--- config.mk ---
export PLATFORM = sky130hd
export DESIGN_NAME = sobel_frame_loader_flat
export DESIGN_NICKNAME = d
export VERILOG_FILES = /design/src/rtl/sobel_pkg.sv /design/src/rtl/sobel_frame_loader_if.sv /design/src/rtl/sobel_pix_counter.sv /design/src/rtl/sobel_frame_loader.sv /design/src/flat_wrapper.sv
export SDC_FILE = /design/constraint.sdc
export NUM_CORES = 1
export LEC_CHECK = 0
export ABC_AREA = 1
export BUFFER_PORTS_ARGS = -buffer_cell sky130_fd_sc_hd__buf_4
export CAP_MARGIN = 15
export CORE_MARGIN = 4
export CORE_UTILIZATION = 26
export DETAILED_ROUTE_END_ITERATION = 7
export PLACE_DENSITY_LB_ADDON = 0.3
export SYNTH_ARGS = -nofsm -noshare
export SYNTH_HDL_FRONTEND = slang
export SYNTH_SLANG_ARGS = --single-unit
--- constraint.sdc ---
create_clock -name ap_clk -period 4.9 [get_ports ap_clk]
set_input_delay 0.98 -clock ap_clk [delete_from_list [all_inputs] [get_ports ap_clk]]
set_output_delay 0.98 -clock ap_clk [all_outputs]
set_load 0.05 [all_outputs]
--- src/rtl/sobel_pkg.sv ---
// Shared constants and types for the Sobel frame loader.
// Holds the default frame geometry, the pixel width, the watchdog limit and the loader state encoding.
// The default watchdog limit only matters when SOBEL_LOADER_TMO_EN is defined.
package sobel_pkg;

    localparam int unsigned SOBEL_IMG_W   = 512;
    localparam int unsigned SOBEL_IMG_H   = 512;
    localparam int unsigned SOBEL_ADDR_W  = $clog2(SOBEL_IMG_W) + $clog2(SOBEL_IMG_H);
    localparam int unsigned SOBEL_PIX_W   = 8;
    localparam int unsigned SOBEL_TMO_CYC = 2 ** 24;

    typedef enum logic [1:0] {
        LD_IDLE = 2'd0,
        LD_LOAD = 2'd1,
        LD_KICK = 2'd2,
        LD_RUN  = 2'd3
    } loader_state_e;

endpackage

--- src/rtl/sobel_frame_loader_if.sv ---
// Raster pixel stream bundle feeding the Sobel frame loader.
// Signals:
//   s_pix_tdata   pixel
//   s_pix_tvalid  pixel valid
//   s_pix_tready  sink can accept
//   s_pix_tuser   start of frame (first pixel)
//   s_pix_tlast   end of line (last pixel of a row)
// Modports: master = stream source, slave = loader.
interface sobel_frame_loader_if
    import sobel_pkg::*;
#(
    parameter int unsigned PIX_W = SOBEL_PIX_W
) ();

    logic [PIX_W-1:0] s_pix_tdata;
    logic             s_pix_tvalid;
    logic             s_pix_tready;
    logic             s_pix_tuser;
    logic             s_pix_tlast;

    modport master (
        output s_pix_tdata,
        output s_pix_tvalid,
        output s_pix_tuser,
        output s_pix_tlast,
        input  s_pix_tready
    );

    modport slave (
        input  s_pix_tdata,
        input  s_pix_tvalid,
        input  s_pix_tuser,
        input  s_pix_tlast,
        output s_pix_tready
    );

endinterface

--- src/rtl/sobel_pix_counter.sv ---
// Raster position counter for the frame loader.
// Ports:
//   clk, rst_n    clock, asynchronous active-low reset
//   inc           advance one pixel (x wraps at IMG_W-1 and y increments)
//   restart       the current beat is pixel (0,0): jump to the position after it
//   x, y          current raster position (registered)
//   last_col_c    x == IMG_W-1 (combinational)
//   last_pix_c    position is (IMG_H-1, IMG_W-1) (combinational)
// IMG_W and IMG_H must be powers of two, at least 2.
module sobel_pix_counter #(
    parameter  int unsigned IMG_W = 512,
    parameter  int unsigned IMG_H = 512,
    localparam int unsigned XW    = $clog2(IMG_W),
    localparam int unsigned YW    = $clog2(IMG_H)
) (
    input  logic          clk,
    input  logic          rst_n,
    input  logic          inc,
    input  logic          restart,
    output logic [XW-1:0] x,
    output logic [YW-1:0] y,
    output logic          last_col_c,
    output logic          last_pix_c
);

    assign last_col_c = (x == XW'(IMG_W - 1));
    assign last_pix_c = last_col_c && (y == YW'(IMG_H - 1));

    // Position register; y wraps naturally after the final line.
    always_ff @(posedge clk or negedge rst_n) begin
        if (!rst_n) begin
            x <= '0;
            y <= '0;
        end else if (restart) begin
            x <= XW'(1);
            y <= '0;
        end else if (inc) begin
            if (last_col_c) begin
                x <= '0;
                y <= y + YW'(1);
            end else begin
                x <= x + XW'(1);
            end
        end
    end

endmodule

--- src/rtl/sobel_frame_loader.sv ---
// Sobel frame loader: captures one IMG_W x IMG_H raster frame from a pixel stream into the
// engine's frame memory at address {y,x}, then starts the engine and holds the stream off
// until the engine reports done.
// Ports:
//   ap_clk, ap_rst_n         clock, asynchronous active-low reset
//   pix                      pixel stream (slave side)
//   mem_address0/ce0/we0/d0  registered frame memory write port
//   sobel_start, sobel_done  engine ap_start / ap_done handshake
//   err_clr                  clears the sticky error flags
//   err_sof                  sticky: start of frame seen mid-frame
//   err_eol                  sticky: tlast disagreed with the column position
//   err_tmo                  sticky: engine watchdog expired
//   frame_cnt                completed frames (wraps)
// Build option: SOBEL_LOADER_TMO_EN adds the engine watchdog (TMO_CYC cycles); without it
// the loader waits for sobel_done indefinitely and err_tmo is tied low.
module sobel_frame_loader
    import sobel_pkg::*;
#(
    parameter  int unsigned IMG_W   = SOBEL_IMG_W,
    parameter  int unsigned IMG_H   = SOBEL_IMG_H,
    parameter  int unsigned PIX_W   = SOBEL_PIX_W,
`ifdef SOBEL_LOADER_TMO_EN
    parameter  int unsigned TMO_CYC = SOBEL_TMO_CYC,
`endif
    localparam int unsigned XW      = $clog2(IMG_W),
    localparam int unsigned YW      = $clog2(IMG_H),
    localparam int unsigned ADDR_W  = XW + YW
) (
    input  logic                 ap_clk,
    input  logic                 ap_rst_n,
    sobel_frame_loader_if.slave  pix,
    output logic [ADDR_W-1:0]    mem_address0,
    output logic                 mem_ce0,
    output logic                 mem_we0,
    output logic [PIX_W-1:0]     mem_d0,
    output logic                 sobel_start,
    input  logic                 sobel_done,
    input  logic                 err_clr,
    output logic                 err_sof,
    output logic                 err_eol,
    output logic                 err_tmo,
    output logic [15:0]          frame_cnt
);

    // A start-of-frame beat sits in column 0; it ends a line only for single-column frames.
    localparam bit FIRST_IS_LAST = (IMG_W == 1);

    loader_state_e       state_q;
    loader_state_e       state_d;
    logic                accept_c;
    logic                cnt_inc;
    logic                cnt_restart;
    logic [XW-1:0]       pos_x;
    logic [YW-1:0]       pos_y;
    logic                last_col_c;
    logic                last_pix_c;
    logic                wr_d;
    logic [ADDR_W-1:0]   addr_d;
    logic [PIX_W-1:0]    data_d;
    logic                tready_d;
    logic                start_d;
    logic                sof_set;
    logic                eol_set;
    logic [15:0]         frame_cnt_d;

    assign accept_c = pix.s_pix_tvalid & pix.s_pix_tready;

    sobel_pix_counter #(
        .IMG_W (IMG_W),
        .IMG_H (IMG_H)
    ) u_pix_counter (
        .clk        (ap_clk),
        .rst_n      (ap_rst_n),
        .inc        (cnt_inc),
        .restart    (cnt_restart),
        .x          (pos_x),
        .y          (pos_y),
        .last_col_c (last_col_c),
        .last_pix_c (last_pix_c)
    );

`ifdef SOBEL_LOADER_TMO_EN
    localparam int unsigned TMO_W = (TMO_CYC > 1) ? $clog2(TMO_CYC) : 1;

    logic [TMO_W-1:0] tmo_cnt_q;
    logic [TMO_W-1:0] tmo_cnt_d;
    logic             tmo_set;
`endif

    // Next-state, memory write and flag-set decode.
    always_comb begin
        state_d     = state_q;
        cnt_inc     = 1'b0;
        cnt_restart = 1'b0;
        wr_d        = 1'b0;
        addr_d      = mem_address0;
        data_d      = mem_d0;
        sof_set     = 1'b0;
        eol_set     = 1'b0;
        frame_cnt_d = frame_cnt;
`ifdef SOBEL_LOADER_TMO_EN
        tmo_cnt_d   = tmo_cnt_q;
        tmo_set     = 1'b0;
`endif
        case (state_q)
            // Beats before a start of frame are consumed and discarded.
            LD_IDLE: begin
                if (accept_c && pix.s_pix_tuser) begin
                    wr_d        = 1'b1;
                    addr_d      = '0;
                    data_d      = pix.s_pix_tdata;
                    cnt_restart = 1'b1;
                    state_d     = LD_LOAD;
                end
            end
            // Position count is authoritative; a bad tlast is flagged but never realigns it.
            LD_LOAD: begin
                if (accept_c) begin
                    wr_d   = 1'b1;
                    data_d = pix.s_pix_tdata;
                    if (pix.s_pix_tuser) begin
                        sof_set     = 1'b1;
                        addr_d      = '0;
                        cnt_restart = 1'b1;
                        eol_set     = (pix.s_pix_tlast != FIRST_IS_LAST);
                    end else begin
                        addr_d  = {pos_y, pos_x};
                        cnt_inc = 1'b1;
                        eol_set = (pix.s_pix_tlast != last_col_c);
                        if (last_pix_c) begin
                            state_d = LD_KICK;
                        end
                    end
                end
            end
            // Lets the final registered write land before the engine starts.
            LD_KICK: begin
                state_d = LD_RUN;
`ifdef SOBEL_LOADER_TMO_EN
                tmo_cnt_d = '0;
`endif
            end
            LD_RUN: begin
                if (sobel_done) begin
                    state_d     = LD_IDLE;
                    frame_cnt_d = frame_cnt + 16'(1);
                end
`ifdef SOBEL_LOADER_TMO_EN
                else if (tmo_cnt_q == TMO_W'(TMO_CYC - 1)) begin
                    tmo_set = 1'b1;
                    state_d = LD_IDLE;
                end else begin
                    tmo_cnt_d = tmo_cnt_q + TMO_W'(1);
                end
`endif
            end
            default: state_d = LD_IDLE;
        endcase
        tready_d = (state_d == LD_IDLE) || (state_d == LD_LOAD);
        start_d  = (state_d == LD_RUN);
    end

    // State and registered outputs; a flag being set wins over err_clr in the same cycle.
    always_ff @(posedge ap_clk or negedge ap_rst_n) begin
        if (!ap_rst_n) begin
            state_q          <= LD_IDLE;
            pix.s_pix_tready <= 1'b0;
            mem_address0     <= '0;
            mem_ce0          <= 1'b0;
            mem_we0          <= 1'b0;
            mem_d0           <= '0;
            sobel_start      <= 1'b0;
            err_sof          <= 1'b0;
            err_eol          <= 1'b0;
            frame_cnt        <= '0;
        end else begin
            state_q          <= state_d;
            pix.s_pix_tready <= tready_d;
            mem_address0     <= addr_d;
            mem_ce0          <= wr_d;
            mem_we0          <= wr_d;
            mem_d0           <= data_d;
            sobel_start      <= start_d;
            err_sof          <= sof_set | (err_sof & ~err_clr);
            err_eol          <= eol_set | (err_eol & ~err_clr);
            frame_cnt        <= frame_cnt_d;
        end
    end

`ifdef SOBEL_LOADER_TMO_EN
    // Engine watchdog counter and its sticky flag.
    always_ff @(posedge ap_clk or negedge ap_rst_n) begin
        if (!ap_rst_n) begin
            tmo_cnt_q <= '0;
            err_tmo   <= 1'b0;
        end else begin
            tmo_cnt_q <= tmo_cnt_d;
            err_tmo   <= tmo_set | (err_tmo & ~err_clr);
        end
    end
`else
    assign err_tmo = 1'b0;
`endif

endmodule

--- src/flat_wrapper.sv ---
// flat-port wrapper written by rule: the top's interface ports become plain ports
module sobel_frame_loader_flat import sobel_pkg::*;
#(
    parameter  int unsigned IMG_W   = SOBEL_IMG_W,
    parameter  int unsigned IMG_H   = SOBEL_IMG_H,
    parameter  int unsigned PIX_W   = SOBEL_PIX_W,

    localparam int unsigned XW      = $clog2(IMG_W),
    localparam int unsigned YW      = $clog2(IMG_H),
    localparam int unsigned ADDR_W  = XW + YW
)
  (ap_clk, ap_rst_n, mem_address0, mem_ce0, mem_we0, mem_d0, sobel_start, sobel_done, err_clr, err_sof, err_eol, err_tmo, frame_cnt, pix_s_pix_tdata, pix_s_pix_tvalid, pix_s_pix_tuser, pix_s_pix_tlast, pix_s_pix_tready);
  sobel_frame_loader_if #(.PIX_W(PIX_W)) pix_i ();
  input  logic ap_clk;
  input  logic ap_rst_n;
  output logic [ADDR_W-1:0] mem_address0;
  output logic mem_ce0;
  output logic mem_we0;
  output logic [PIX_W-1:0] mem_d0;
  output logic sobel_start;
  input  logic sobel_done;
  input  logic err_clr;
  output logic err_sof;
  output logic err_eol;
  output logic err_tmo;
  output logic [15:0] frame_cnt;
  input wire logic [$bits(pix_i.s_pix_tdata)-1:0] pix_s_pix_tdata;
  input wire logic [$bits(pix_i.s_pix_tvalid)-1:0] pix_s_pix_tvalid;
  input wire logic [$bits(pix_i.s_pix_tuser)-1:0] pix_s_pix_tuser;
  input wire logic [$bits(pix_i.s_pix_tlast)-1:0] pix_s_pix_tlast;
  output wire logic [$bits(pix_i.s_pix_tready)-1:0] pix_s_pix_tready;
  assign pix_i.s_pix_tdata = pix_s_pix_tdata;
  assign pix_i.s_pix_tvalid = pix_s_pix_tvalid;
  assign pix_i.s_pix_tuser = pix_s_pix_tuser;
  assign pix_i.s_pix_tlast = pix_s_pix_tlast;
  assign pix_s_pix_tready = pix_i.s_pix_tready;
  sobel_frame_loader #(.IMG_W(IMG_W), .IMG_H(IMG_H), .PIX_W(PIX_W)) u_core (.ap_clk(ap_clk), .ap_rst_n(ap_rst_n), .pix(pix_i), .mem_address0(mem_address0), .mem_ce0(mem_ce0), .mem_we0(mem_we0), .mem_d0(mem_d0), .sobel_start(sobel_start), .sobel_done(sobel_done), .err_clr(err_clr), .err_sof(err_sof), .err_eol(err_eol), .err_tmo(err_tmo), .frame_cnt(frame_cnt));
endmodule
==> results.md <==
- Area of placed instances: ~0.0037 mm²
- Die Span Y: approximately 120 µm
- Avg WL per Cell: about 13 µm
- Number of enable flip-flop cells after synthesis: 0
- Synthesis-to-layout area growth: 28.3%
- PwrDens: 440 mW/mm²
- Final Cycle Share: between 40% and 50%
- Startpoint Class: input port
- Wire length on met2: 3650 µm
- Worst Setup Path Type: in -> reg
- Seq/Total Area, Yosys: between 50% and 60%
- Chip Width: 118 µm
- Area leader, netlist: dfrtp_1
- CTS tree: built
- Final Non-Filler Cells: 588
- FF-to-FF Start: u_core.state_q[1]
- GRT Util Overall: 11.5%
- IO Pins: 64
- Post-Syn Area: about 0.0031 mm²
- Critical Path End Type: flip-flop
- Total CTS buffers: 9
- First-pass GRT wire length: about 13000 µm
- Drc violations: 0
- HP Class: reg -> reg
- Final HPWL DP: ~5400 µm
- Worst path max stage delay: between 0.4 and 0.5 ns
- Most frequent cells in the layout: nand2_1, dfrtp_1, buf_4
- Starting density of the core: about 27%
- Core area: 0.0116 mm²
- Crit-path max FO: 30
- First-pass DRT Iterations: 4
- Mapped Cells: between 300 and 400
- DR vias/cell: about 4.4
- Maximum operating frequency: slightly above 400 MHz
- Maximum VDD drop: 276 µV
- Port Buf Inserts: 62
- CTS max path bufs: 2
- Clock sink count: 67
- Largest net degree at the start of global routing: around 70
- Power, Total: 1.77 mW
- Switching Share: 36.4%
- CTS Hold Bufs: 0
- P_int: ~1.1 mW
- Clock latency on the worst-skew pair: ~0.34 ns
- Sequential Power Share: approximately two fifths
- Share of layout cells above drive strength 1: about a fifth
- Setup violations, final: 0
- Final GP Congestion: just over 0.8
- Worst Path Arrival: around 2.7 ns
- WL met3: approximately 350 µm
- Async SR Flop Fraction: 100%
- H-tree depth: 3
- Most numerous cell on the critical path: buf_4
- Setup Fix Bufs, Post-CTS: 0
- Syn_nets: ~400
- DR vias: between 2000 and 3000
- Worst hold slack: roughly 0.47 ns
- Clock skew: 0.00863 ns
- Synth area leaders: dfrtp_1, nand2_1, inv_1
- Setup slack after layout: 2.45 ns
- Comb pwr share: 25.3%
- Relative slew slack: ~41%
- Root Buffer Master: clkbuf_16
- RSZ-0062 raised after global routing: no
- Initial antenna violation count: 0
- Slew @ Worst Pin: 0.882 ns
- DR top layer: met4
- Final ANT Viol Nets: 0
- Crit path cell chain: buf_4 > nand4_2 > nand2_1 > buf_4 > inv_1 > o21ai_0 > nor2_1
- Slowest CP cell: inv_1
- Vias in the first global route: 2648
- CTS resizes: 0
- NumNets Final: 460
- DRT iter0 DRCs: about 110
- Yosys warns: 0
- Clock power frac: about 36%
- Status: completed
- Slew Limit Fails: 0
- Hold Vio Cnt, Final: 0
- Layout Utilization: about a third
- N_diodes: 0
- DP Cell Count: 572
- Max-cap violations: 0
- Critical Path Start: pix_s_pix_tuser
- Wire length on met1: between 3000 and 4000 µm
- Grt total ovfl: 0
- FP Rows: 39
- Most common cell after layout, fill and taps aside: nand2_1
- Leakage power: ~2.0 nW
- Ys flop type: dfrtp_1
- Drt total wl: 7590 µm
- Worst slack, placed: between 2 and 2.5 ns
- Share of the synthesized area in the top cell type: 53.5%
- Post-route cell area: 0.00402 mm²
- Min Tclk post-route: about 2.4 ns
- Post-synthesis sequential element count: 67
- Min-delay src: u_core.mem_d0[3]
- Syn avg cell area: about 8.3 µm²
- Sw Pwr: approximately 0.64 mW
- Worst-path clk slew: ~0.060 ns
- Final TNS setup: 0 ns
- Data required, critical path: about 5.1 ns
- Distinct cells, synth: 31
- DIE AREA: between 0.01 and 0.015 mm²
==> worst max-delay path: cells and delay by family <==
family | cells | cell delay [ns]
AO/OA/AOI/OAI | 1 | 0.31
AND/OR/NAND/NOR | 3 | 0.61
buffers and inverters | 3 | 0.77
==> worst paths after layout <==
check | to | slack [ns] | cells after the start
setup / recovery | u_core.u_pix_counter.x[2] | 2.45 | 7
hold / removal | u_core.mem_d0[3] | 0.47 | 2
setup reg to reg | u_core.u_pix_counter.x[2] | 2.68 | 7
hold reg to reg | u_core.mem_d0[3] | 0.47 | 2
max in group asynchronous | u_core.u_pix_counter.x[0] | 3.56 | 1
min in group asynchronous | u_core.frame_cnt[15] | 0.76 | 1
==> registers in the layout, indices dropped and copies added (netlist names) <==
name                     cells
u_core.mem_ce0               1
u_core.state_q               2
u_core.u_pix_counter.x       9
u_core.err_sof               1
u_core.err_eol               1
u_core.sobel_start           1
u_core.mem_d0                8
u_core.frame_cnt            16
u_core.u_pix_counter.y       9
u_core.pix.s_pix_tready      1
u_core.mem_address0         18
==> logic make-up after synthesis <==
logic type               share of synthesized area (%)
adder cells (fa/ha/maj)                           2.00
XOR/XNOR                                          3.08
buffers and inverters                             6.55
AND/OR/NAND/NOR                                   27.6
other                                            0.120
AO/OA/AOI/OAI                                     7.15
flip-flops                                        53.5
==> power by group through the flow <==
| stage | clock [mW] | combinational, mW | sequential, mW |
|---|---|---|---|
| after global routing | 0.681 | 0.489 | 0.696 |
| after CTS | 0.655 | 0.456 | 0.685 |
| final | 0.635 | 0.447 | 0.685 |
| after detailed placement | 0 | 0.455 | 0.694 |
| after floorplan | 0 | 0.158 | 0.844 |
| after global placement | 0 | 0.449 | 0.694 |
==> layout make-up <==
| cell class | instances | area (µm²) |
|---|---|---|
| Clock buffer | 11 | 253 |
| Clock inverter | 5 | 43.8 |
| Fill cell | 1221 | 7600 |
| Inverter | 38 | 143 |
| Multi-Input combinational cell | 261 | 1250 |
| Sequential cell | 67 | 1680 |
| Tap cell | 143 | 179 |
| Timing Repair Buffer | 63 | 473 |
==> metal layers <==
metal  track usage (%)  vias to the layer above
li1                  -                     1312
met1              14.2                     1222
met2              18.9                       55
met3              3.80                       10
met4              3.88                        0
met5                 0                        -
==> cells in the mapped netlist, types with 2 or more instances <==
cell type and instances:
nand2_1 128, dfrtp_1 67, inv_1 37, nor2_1 35, o21ai_0 26, nand3_1 19, xor2_1 9, a21oi_1 7
o21ai_1 6, ha_1 5, nand4_1 5, buf_2 4, buf_4 3, nand2_2 3, nand3_2 2, nand3b_1 2
nor2_4 2, nor3_1 2, xnor2_1 2
No activity file was read; power rests on OpenSTA's default activity.
